===== src/rtl/mc_fifo_pkg.sv =====
// Shared constants, pointer type and pointer-arithmetic helpers for the multi-channel FIFO.
package mc_fifo_pkg;

    localparam int unsigned PKG_DATA_WIDTH = 8;
    localparam int unsigned PKG_ADDR_WIDTH = 4;
    localparam int unsigned PKG_NUM_CH     = 4;
    localparam int unsigned PKG_AFULL_LVL  = 12;

    // One extra bit above the address distinguishes full from empty when low bits match.
    typedef logic [PKG_ADDR_WIDTH:0] ptr_t;

    function automatic ptr_t occupancy(input ptr_t wptr, input ptr_t rptr);
        return wptr - rptr;
    endfunction

    function automatic logic is_empty(input ptr_t wptr, input ptr_t rptr);
        return wptr == rptr;
    endfunction

    function automatic logic is_full(input ptr_t wptr, input ptr_t rptr);
        return (wptr[PKG_ADDR_WIDTH] != rptr[PKG_ADDR_WIDTH]) &&
               (wptr[PKG_ADDR_WIDTH-1:0] == rptr[PKG_ADDR_WIDTH-1:0]);
    endfunction

endpackage


===== src/rtl/mc_fifo_ram.sv =====
// Simple dual-port storage shared by all channels; registered read that holds when re is low.
module mc_fifo_ram #(
    parameter int unsigned DATA_WIDTH = 8,
    parameter int unsigned AW         = 6
) (
    input  logic                  clk,
    input  logic                  we,
    input  logic [AW-1:0]         waddr,
    input  logic [DATA_WIDTH-1:0] wdata,
    input  logic                  re,
    input  logic [AW-1:0]         raddr,
    output logic [DATA_WIDTH-1:0] rdata
);

    logic [DATA_WIDTH-1:0] mem [2**AW];

    always_ff @(posedge clk) begin
        if (we) begin
            mem[waddr] <= wdata;
        end
        if (re) begin
            rdata <= mem[raddr];
        end
    end

endmodule


===== src/rtl/mc_sync_fifo.sv =====
// Single-clock multi-channel FIFO: NUM_CH logical FIFOs partitioned over one shared RAM,
// each with its own pointers, flags and flush.
module mc_sync_fifo
    import mc_fifo_pkg::*;
#(
    parameter  int unsigned DATA_WIDTH = PKG_DATA_WIDTH,
    // Pointer helpers are sized by mc_fifo_pkg, so this must equal PKG_ADDR_WIDTH.
    parameter  int unsigned ADDR_WIDTH = PKG_ADDR_WIDTH,
    parameter  int unsigned NUM_CH     = PKG_NUM_CH,
    parameter  int unsigned AFULL_LVL  = PKG_AFULL_LVL,
    localparam int unsigned CH_WIDTH   = $clog2(NUM_CH)
) (
    input  logic                  clk,
    input  logic                  rst,
    input  logic                  wr_en,
    input  logic [CH_WIDTH-1:0]   wr_ch,
    input  logic [DATA_WIDTH-1:0] wdata,
    input  logic                  rd_en,
    input  logic [CH_WIDTH-1:0]   rd_ch,
    input  logic [NUM_CH-1:0]     flush,
    output logic [DATA_WIDTH-1:0] rdata,
    output logic                  rvalid,
    output logic [CH_WIDTH-1:0]   rvalid_ch,
    output logic [NUM_CH-1:0]     full,
    output logic [NUM_CH-1:0]     empty,
    output logic [NUM_CH-1:0]     almost_full,
    output logic                  wr_err,
    output logic                  rd_err
);

    localparam int unsigned RAM_AW = CH_WIDTH + ADDR_WIDTH;

    ptr_t wptr [NUM_CH];
    ptr_t rptr [NUM_CH];

    logic                  wr_acc;
    logic                  rd_acc;
    logic                  wr_rej;
    logic                  rd_rej;
    logic [RAM_AW-1:0]     waddr;
    logic [RAM_AW-1:0]     raddr;
    logic [DATA_WIDTH-1:0] ram_rdata;
    logic                  rdata_clr;

    always_comb begin
        full        = '0;
        empty       = '0;
        almost_full = '0;
        for (int unsigned i = 0; i < NUM_CH; i++) begin
            full[i]        = is_full(wptr[i], rptr[i]);
            empty[i]       = is_empty(wptr[i], rptr[i]);
            almost_full[i] = 32'(occupancy(wptr[i], rptr[i])) >= AFULL_LVL;
        end
    end

    // Flush on the addressed channel suppresses both acceptance and the error pulse.
    always_comb begin
        wr_acc = !rst && wr_en && !flush[wr_ch] && !full[wr_ch];
        wr_rej = !rst && wr_en && !flush[wr_ch] &&  full[wr_ch];
        rd_acc = !rst && rd_en && !flush[rd_ch] && !empty[rd_ch];
        rd_rej = !rst && rd_en && !flush[rd_ch] &&  empty[rd_ch];
        waddr  = {wr_ch, wptr[wr_ch][ADDR_WIDTH-1:0]};
        raddr  = {rd_ch, rptr[rd_ch][ADDR_WIDTH-1:0]};
    end

    mc_fifo_ram #(
        .DATA_WIDTH (DATA_WIDTH),
        .AW         (RAM_AW)
    ) u_ram (
        .clk   (clk),
        .we    (wr_acc),
        .waddr (waddr),
        .wdata (wdata),
        .re    (rd_acc),
        .raddr (raddr),
        .rdata (ram_rdata)
    );

    always_ff @(posedge clk) begin
        if (rst) begin
            for (int unsigned i = 0; i < NUM_CH; i++) begin
                wptr[i] <= '0;
                rptr[i] <= '0;
            end
            rvalid    <= 1'b0;
            rvalid_ch <= '0;
            wr_err    <= 1'b0;
            rd_err    <= 1'b0;
            rdata_clr <= 1'b1;
        end else begin
            if (wr_acc) begin
                wptr[wr_ch] <= wptr[wr_ch] + 1'b1;
            end
            if (rd_acc) begin
                rptr[rd_ch] <= rptr[rd_ch] + 1'b1;
                rvalid_ch   <= rd_ch;
                rdata_clr   <= 1'b0;
            end
            for (int unsigned i = 0; i < NUM_CH; i++) begin
                if (flush[i]) begin
                    wptr[i] <= '0;
                    rptr[i] <= '0;
                end
            end
            rvalid <= rd_acc;
            wr_err <= wr_rej;
            rd_err <= rd_rej;
        end
    end

    // The RAM output register has no reset; mask it until the first read after reset.
    assign rdata = rdata_clr ? '0 : ram_rdata;

endmodule


===== config.mk =====
export PLATFORM = sky130hd
export DESIGN_NAME = mc_sync_fifo
export DESIGN_NICKNAME = d
export VERILOG_FILES = /design/src/rtl/mc_fifo_pkg.sv /design/src/rtl/mc_fifo_ram.sv /design/src/rtl/mc_sync_fifo.sv
export SDC_FILE = /design/constraint.sdc
export NUM_CORES = 1
export LEC_CHECK = 0
export CORE_ASPECT_RATIO = 0.5
export CORE_UTILIZATION = 57
export DETAILED_ROUTE_END_ITERATION = 8
export DONT_BUFFER_PORTS = 1
export PLACE_DENSITY = 0.72
export SETUP_SLACK_MARGIN = 0.15
export SLEW_MARGIN = 20
export SYNTH_ARGS = -nofsm -noshare
export SYNTH_HDL_FRONTEND = slang
export SYNTH_HIERARCHICAL = 1
export SYNTH_SLANG_ARGS = --single-unit

===== constraint.sdc =====
create_clock -name clk -period 3.9 [get_ports clk]
set_input_delay 1.17 -clock clk [delete_from_list [all_inputs] [get_ports clk]]
set_output_delay 1.17 -clock clk [all_outputs]
set_load 0.005 [all_outputs]

* Word-level counts from Yosys, hierarchy flattened *
Memory sizes are Yosys's and may differ from the RTL's. A register that Yosys moved wholly into a read port is not among the register bits.
Cells that the tools add are included.

word-level totals
  bits in registers = 6
  bits in writable memories = 552
  ROM bits = 0
  word-level logic and storage cells = 95
  memories = 3
  output and inout port bits = 25
  latch bits = 0
  bits of input ports = 20

memory list
  memory     words  width  read ports  clocked after memory_dff  wr ports  line                text
  u_ram.mem  64     8      1           1                         1         mc_fifo_ram.sv:15   logic [DATA_WIDTH-1:0] mem [2**AW];
  rptr       4      5      5           0                         5         mc_sync_fifo.sv:34  ptr_t rptr [NUM_CH];
  wptr       4      5      5           0                         5         mc_sync_fifo.sv:33  ptr_t wptr [NUM_CH];

operators by class
  shift operators = 0
  magnitude comparators = 6
  $mul = 0
  add/sub/neg operators = 6
  multiplexer cells = 38
  reduce and logical (&&, ||, !) cells = 17
  div/mod/pow operators = 0
  bitwise logic cells = 8
  eq/ne operators = 12

operator list
  cell                 number
  $mux 5               8
  $mux 1               25
  $eq 5x5->1           4
  $ge 5x4->1 const B   4
  $sub 5x5->5          4
  $eq 4x4->1           4
  $logic_and 1x1->1    12
  $add 5x1->5 const B  2
  $bmux 1 s2           4
  $mux 8               1
  $or 1x1->1           8
  $lt 2x3->1 const B   2
  $logic_not 1->1      5
  $ne 1x1->1           4

* Depth between registers and ports, before layout *
Gate-level depths: netlist (run 1).

  depth after elaboration = 9
  mapped depth = 12
  depth with buffers taken out = 9

* By module *
The synthesis (run 1) kept the hierarchy.

by module, submodules not included
  module        cells each  instances  seq. area each (um^2)  area each (um^2)
  mc_fifo_ram   940         1          15615.0                20246.9
  mc_sync_fifo  268         1          1321.3                 2886.5

* Least setup slack after synthesis (run 1) *
OpenSTA, ideal clock, no wires.

  path kind = input-to-reg
  start = input port rd_ch[1]
  end = register u_ram.rdata[3], read port of u_ram.mem (data pin)
  buffers on the path = 4
  path slack = 0.128 ns
  cell stages on the path = 9
  data required time = 3.634 ns
  arrival = 3.506 ns
  setup time = 0.266 ns
  cell sequence = buf_2 buf_1 mux4_2 buf_6 buf_4 mux4_2 mux4_2 o21ai_1 o41ai_1

between the ends
  elaborated cells on any way between the ends = 9
  classes of those cells = mux: 4; reduce/logical: 4; memory: 1

RTL lines
  element          line                text
  start, declared  mc_sync_fifo.sv:19  input logic [CH_WIDTH-1:0] rd_ch,
  $mem_v2 4x5      --
  net raddr[0]     mc_sync_fifo.sv:41  logic [RAM_AW-1:0] raddr;
  end, declared    mc_fifo_ram.sv:12   output logic [DATA_WIDTH-1:0] rdata

The timed path passes the listed nets, and every way through them passes these cells. The select of a mux whose other input is x is not followed.
A chain may end at the register's enable or synchronous reset.

==> results of run 1 <==
-- layer usage --
metal | up-vias | global-route usage [%] | share of wire, %
met5 | - | 0 | 0
met4 | 0 | 6.72 | 2.5
met3 | 99 | 6.53 | 10
met2 | 573 | 42.7 | 48
met1 | 6191 | 35.5 | 39
li1 | 5073 | - | -
-- report_power, final --
part / internal (W) / total (W) / leakage (nW) / switching (W)
clock network: 0.00305 / 0.00515 / 0.828 / 0.00210
registers: 0.00672 / 0.00675 / 5.17 / 0.0000276
logic: 0.000426 / 0.000921 / 2.30 / 0.000495
total: 0.0102 / 0.0128 / 8.30 / 0.00262
-- final timing paths --
kind,start,endpoint
setup reg to reg,rptr[2][1]$_SDFFCE_PN0P_,u_ram/mem[46][7]$_DFFE_PP_
hold / removal,rvalid_ch[1]$_SDFFE_PP0P_,rvalid_ch[1]$_SDFFE_PP0P_
hold reg to reg,rvalid_ch[1]$_SDFFE_PP0P_,rvalid_ch[1]$_SDFFE_PP0P_
setup / recovery,rptr[2][1]$_SDFFCE_PN0P_,u_ram/mem[46][7]$_DFFE_PP_
-- Yosys cell counts (10+ instances only) --
cell type and instances:
nor3_1 12, edfxtp_1 560, nor2_1 134, nand2_1 30
inv_1 24, o21ai_0 10, xnor2_1 10, nand3_1 21
xor2_1 10, mux2i_1 25, buf_4 13, nor2b_1 26
mux4_2 136, buf_2 14, clkbuf_1 18, mux2_2 14
ha_1 18
-- stage by stage --
stage	setup slack (ns)	utilization, %	hold slack [ns]	area [µm²]
floorplan	0.193	-	0.470	23100
global placement	-0.0656	61.8	0.480	24400
detailed placement	-0.124	61.8	0.483	24400
CTS	0.354	66.1	0.494	26100
global route	0.165	66.1	0.527	26100
finish	0.294	66.1	0.493	26100
-- cell type report --
cell class | instances | area, µm²
tap | 530 | 663
clock buffer | 57 | 1270
inverter | 24 | 90.1
fill | 2582 | 13400
timing repair buffer | 111 | 908
antenna | 2 | 5.00
sequential | 566 | 16900
clock inverter | 30 | 427
multi-input combinational | 560 | 5760
-- sequential cells by signal (all words and copies together), names as in the netlist --
name	cells
rdata_clr	1
rptr	20
wptr	20
u_ram/mem	512
rd_err	1
wr_err	1
rvalid_ch	2
rvalid	1
u_ram/rdata	8
-- cells in the final DEF, fill, tap and decap left out, types with 8 or more instances in the layout --
cell       netlist  layout
o21ai_0         10      10
nand2_1         30      30
clkinv_2         0      10
nor3_1          12      12
nand3_1         21      21
xnor2_1         10      10
mux2i_1         25      25
nor2_1         134     134
o221ai_1         8       8
nor2b_1         26      26
bufinv_16        0      11
mux2_2          14      14
nand2b_1         9       9
xor2_1          10      10
o22ai_1          8       8
clkbuf_16        0      49
ha_1            18      18
a21oi_1          9       9
mux4_2         136     133
inv_1           24      24
buf_4           13     105
edfxtp_1       560     560
-- cell families (layout without fill, tap and decap cells) --
family	after synthesis	after routing	synth area share [%]
DFF	566	566	73.2
and+or+nand+nor	265	265	5.37
muxes	177	177	15.2
buffers and inverters	82	222	1.92
AOI/OAI and AO/OA	78	78	2.45
xor gates and xnor gates	22	22	0.898
adders and majority gates	18	18	0.974
other	0	2	0
-- critical path: cells and delay by family, from the launching register on --
family | cells | cell delay (ns)
simple gates | 6 | 1.58
buf+inv | 3 | 0.52
flops | 1 | 0.41
fa+ha+maj | 1 | 0.31
mux | 1 | 0.49
==> results.json, run 1 <==
{
  "grt_pass1_wl_um": 77200,
  "cts_max_level": 2,
  "dp_cells": 1791,
  "power.leakage_nw": 8.30,
  "postCtsResizedCells": 0,
  "grt_use_total_pct": 26.1,
  "place_congestion": 0.856,
  "nets": 1349,
  "dieHeight_um": 144,
  "post-route-period-util_pct": 92.5,
  "cts_tree": "done",
  "crit_path_cell_trace": "inv_1 > ha_1 > nand4_1 > nor2b_1 > mux4_2 > nor3_1 > nor2b_1 > nand3_1 > buf_4 > nor2_1 > buf_4",
  "yosys.cell_types.count": 58,
  "fin_tns_setup_ns": 0,
  "cts_buffer_depth": 3,
  "hold_viol": 0,
  "async_flop_share_pct": 0,
  "viasPerCell": 6.35,
  "grt_max_degree": 65,
  "synthCells": 1208,
  "max_slew_margin_pct": 40.2,
  "io_pins": 45,
  "area_growth_pct": 12.6,
  "yosys_warnings": 6,
  "io_buffers": 0,
  "max-vdd-ir-drop_mv": 0.299,
  "clock-sinks": 566,
  "min_path_type": "flop to flop",
  "startpoint_type": "flop",
  "ant_nets": 0,
  "hold_buffers": 0,
  "globalRouteOverflowTotal": 0,
  "antenna_found_initial": 0,
  "crit_required_ns": 4.18,
  "root_buffer": "clkbuf_16",
  "p_per_area_nw_per_um2": 492,
  "grt_pass1_vias": 12200,
  "final.setup_skew_ns": 0.0210,
  "yosysTopAreaCell": "edfxtp_1",
  "synth_edf_count": 560,
  "core-area_um2": 39400,
  "slew_violations": 0,
  "fmax_mhz": 277,
  "num_rows": 51,
  "numCtsBuffers": 48,
  "wl_per_cell_um": 27.9,
  "drive_gt1_share_pct": 25.9,
  "hpwl_um": 33600,
  "synth.cell_area_um2": 23100,
  "tightest_slew_ns": 0.889,
  "final-instance-count-excl-fill": 1880,
  "r2r_slack_ns": 0.29,
  "whs_path_depth": 2,
  "r2r_cells": 11,
  "dieWidth_um": 287,
  "die_area_um2": 41400,
  "arrival_ns": 3.88,
  "num_vias": 11900,
  "syn_area_per_cell_um2": 19.2,
  "drtIter0Drc": 1267,
  "ys_seq_area_share_pct": 73.2,
  "ys_ff_latch": 566,
  "route.detailed.drc": 0,
  "drt_pass1_iterations": 5,
  "clkTransAtPathRegs_ns": 0.06,
  "fin_total_pwr_w": 0.0128,
  "yosys.area.top_type_share_pct": 72.7,
  "crit_path_end_kind": "flop",
  "finalWirelength_um": 52400,
  "path_class": "flop to flop",
  "cp_max_fo": 7,
  "synth_ff_type": "edfxtp_1",
  "rsz0062_at_grt": "no",
  "status": "finished clean",
  "clk_latency_ns": 0.57,
  "synth_nets": 1246,
  "cp_slowest_cell": "mux4_2",
  "synth_area_leaders": "edfxtp_1, mux4_2, nor2_1",
  "period_minus_slack_ns": 3.61,
  "crit_path_max_incr_delay_ns": 0.49,
  "start_util_pct": 58.7,
  "setup_viol": 0,
  "postCtsSetupRepairBufs": 0,
  "maxCapViolations": 0
}
No activity file was read; power rests on OpenSTA's default activity.
==> run 2, diff against run 1 <==
CTS_CLUSTER_SIZE = 16   (was unset)
==> results of run 2 <==
The final DEF is identical to that of run 1; final timing and power are the same.
==> run 3, diff against run 2 <==
CORE_UTILIZATION = 56   (was 57)
CTS_CLUSTER_SIZE = unset   (was 16)
DONT_BUFFER_PORTS = unset   (was 1)
PLACE_DENSITY = 0.73   (was 0.72)
==> run 3 against run 2 <==
  * Flip-flop and latch count is the same
  * Global-route usage barely moved
  * Clock power fell by 4.9%
  * Via count up 4.8%
  * Combinational power increased by 28%
  * Non-clock buffer count increased by 97
  * Largest power group unchanged
  * Highest routed layer unchanged
==> results.json, run 3 (synthesis gave the netlist of run 1 again) <==
{
  "status": "finished clean",
  "max-vdd-ir-drop_mv": 0.289,
  "post-route-period-util_pct": 93.0,
  "globalRouteOverflowTotal": 0,
  "power.share.clock_pct": 38.2,
  "diodes": 0,
  "viasPerCell": 6.29,
  "arrival_ns": 3.93,
  "area_growth_pct": 16.2,
  "crit_family": "multiplexers",
  "cp_max_fo": 17,
  "grt_pass1_vias": 12900,
  "nets": 1446,
  "numCtsBuffers": 48,
  "layout_commonest_cell": "edfxtp_1",
  "grt_pass1_wl_um": 80400,
  "power.leakage_nw": 8.70,
  "cp_slowest_cell": "mux4_4",
  "cts_max_level": 2,
  "fin_tns_setup_ns": 0,
  "grt_max_degree": 65,
  "drive_gt1_share_pct": 28.7,
  "period_minus_slack_ns": 3.63,
  "clk_latency_ns": 0.57,
  "crit_required_ns": 4.20,
  "crit_path_max_incr_delay_ns": 0.78,
  "wl_per_cell_um": 26.7,
  "crit_path_end_kind": "flop",
  "num_rows": 52,
  "internal_power_w": 0.0100,
  "final.setup_skew_ns": 0.0205,
  "rsz0062_at_grt": "no",
  "finalWirelength_um": 53000,
  "start_util_pct": 57.0,
  "dieWidth_um": 289,
  "cts_tree": "done",
  "switching_share_pct": 21.7,
  "place_congestion": 0.851,
  "power_switching_w": 0.00278,
  "die_area_um2": 42200,
  "slew_violations": 0,
  "setup_viol": 0,
  "max_slew_margin_pct": 52.2,
  "dieHeight_um": 146,
  "tightest_slew_ns": 0.717,
  "core-area_um2": 40600,
  "antenna_found_initial": 0,
  "fmax_mhz": 276,
  "cts_buffer_depth": 3,
  "hpwl_um": 34800,
  "fillers": 2634,
  "layout_common_cells": "edfxtp_1, buf_4, nor2_1",
  "largest_register_ffs": 512,
  "fin_total_pwr_w": 0.0128,
  "hold_buffers": 0,
  "seqPwrFrac_pct": 52.6,
  "p_per_area_nw_per_um2": 477,
  "combPwrFrac_pct": 9.2,
  "grt_use_total_pct": 26.1,
  "startpoint_type": "primary input",
  "worst-path-buf-inv": 2,
  "regMostFlops": "u_ram/mem",
  "route.detailed.drc": 0,
  "drt_pass1_iterations": 5,
  "io_buffers": 44,
  "clkTransAtPathRegs_ns": 0.07,
  "num_vias": 12500,
  "clock-sinks": 566,
  "min_path_type": "flop to flop",
  "crit_path_cell_trace": "buf_2 > mux4_4 > buf_6 > mux4_2 > mux2_2 > o221a_2 > nor3_2 > o32ai_1",
  "hold_viol": 0,
  "maxCapViolations": 0,
  "ant_nets": 0,
  "root_buffer": "clkbuf_16",
  "path_class": "primary input to flop",
  "drtIter0Drc": 1317,
  "reg_top3": "u_ram/mem x512, rptr x20, wptr x20",
  "io_pins": 45
}
## run 3: routing by layer
metal  vias to the layer above  GRT usage [%]  wire (µm)
met1                      6477           38.5      21000
met4                         0           6.29       1170
met5                         -              0          0
met3                        88           4.97       5320
li1                       5280              -          -
met2                       663           40.9      25500
## run 3: tightest hold or removal path, stage by stage, from the launching register on
cell and delay, ns:
dfxtp_1 0.31, o21ai_0 0.07, a21oi_1 0.06
## run 3: worst paths after layout
check / start / endpoint / slack [ns] / depth (start not counted)
worst min register to register: rvalid_ch[1]$_SDFFE_PP0P_ / rvalid_ch[1]$_SDFFE_PP0P_ / 0.49 / 2
worst max-delay path: rd_ch[0] / u_ram/rdata[4]$_DFFE_PP_ / 0.27 / 8
worst max register to register: rptr[0][3]$_SDFFCE_PN0P_ / u_ram/mem[58][0]$_DFFE_PP_ / 0.63 / 12
worst min-delay path: rvalid_ch[1]$_SDFFE_PP0P_ / rvalid_ch[1]$_SDFFE_PP0P_ / 0.49 / 2
## run 3: what timing repair did
action | 4_1_cts | 5_1_grt
gates resized for setup | 7 | 6
endpoints found under the setup margin | 5 | 8
setup buffers | 0 | 1
## run 3: power groups by stage
stage	registers, W	clock network, W	logic (W)
final	0.00675	0.00490	0.00118
after global routing	0.00675	0.00520	0.00126
after CTS	0.00675	0.00497	0.00118
after detailed placement	0.00689	0	0.00116
after global placement	0.00688	0	0.00113
after floorplan	0.00687	0	0.000689
## run 3: per-stage QoR
step	area, µm²	util, %	cells	hold slack, ns	worst slack, ns
6_report	26900	66.2	1988	0.488	0.272
5_1_grt	26900	66.2	1988	0.552	0.184
4_1_cts	26800	66.1	1987	0.493	0.190
3_5_place_dp	25200	62.1	1897	0.479	-0.738
3_3_place_gp	25200	62.1	1897	0.469	-0.639
2_1_floorplan	23100	-	1208	0.470	0.193
## run 3: area by class of cell
class | count | area (µm²) | share of cell area (%)
sequential | 566 | 16900 | 63.0
multi-input combinational | 560 | 5800 | 21.6
timing repair buffer | 208 | 1770 | 6.60
clock buffer | 58 | 1260 | 4.69
tap | 540 | 676 | 2.51
clock inverter | 32 | 348 | 1.29
inverter | 24 | 90.1 | 0.335
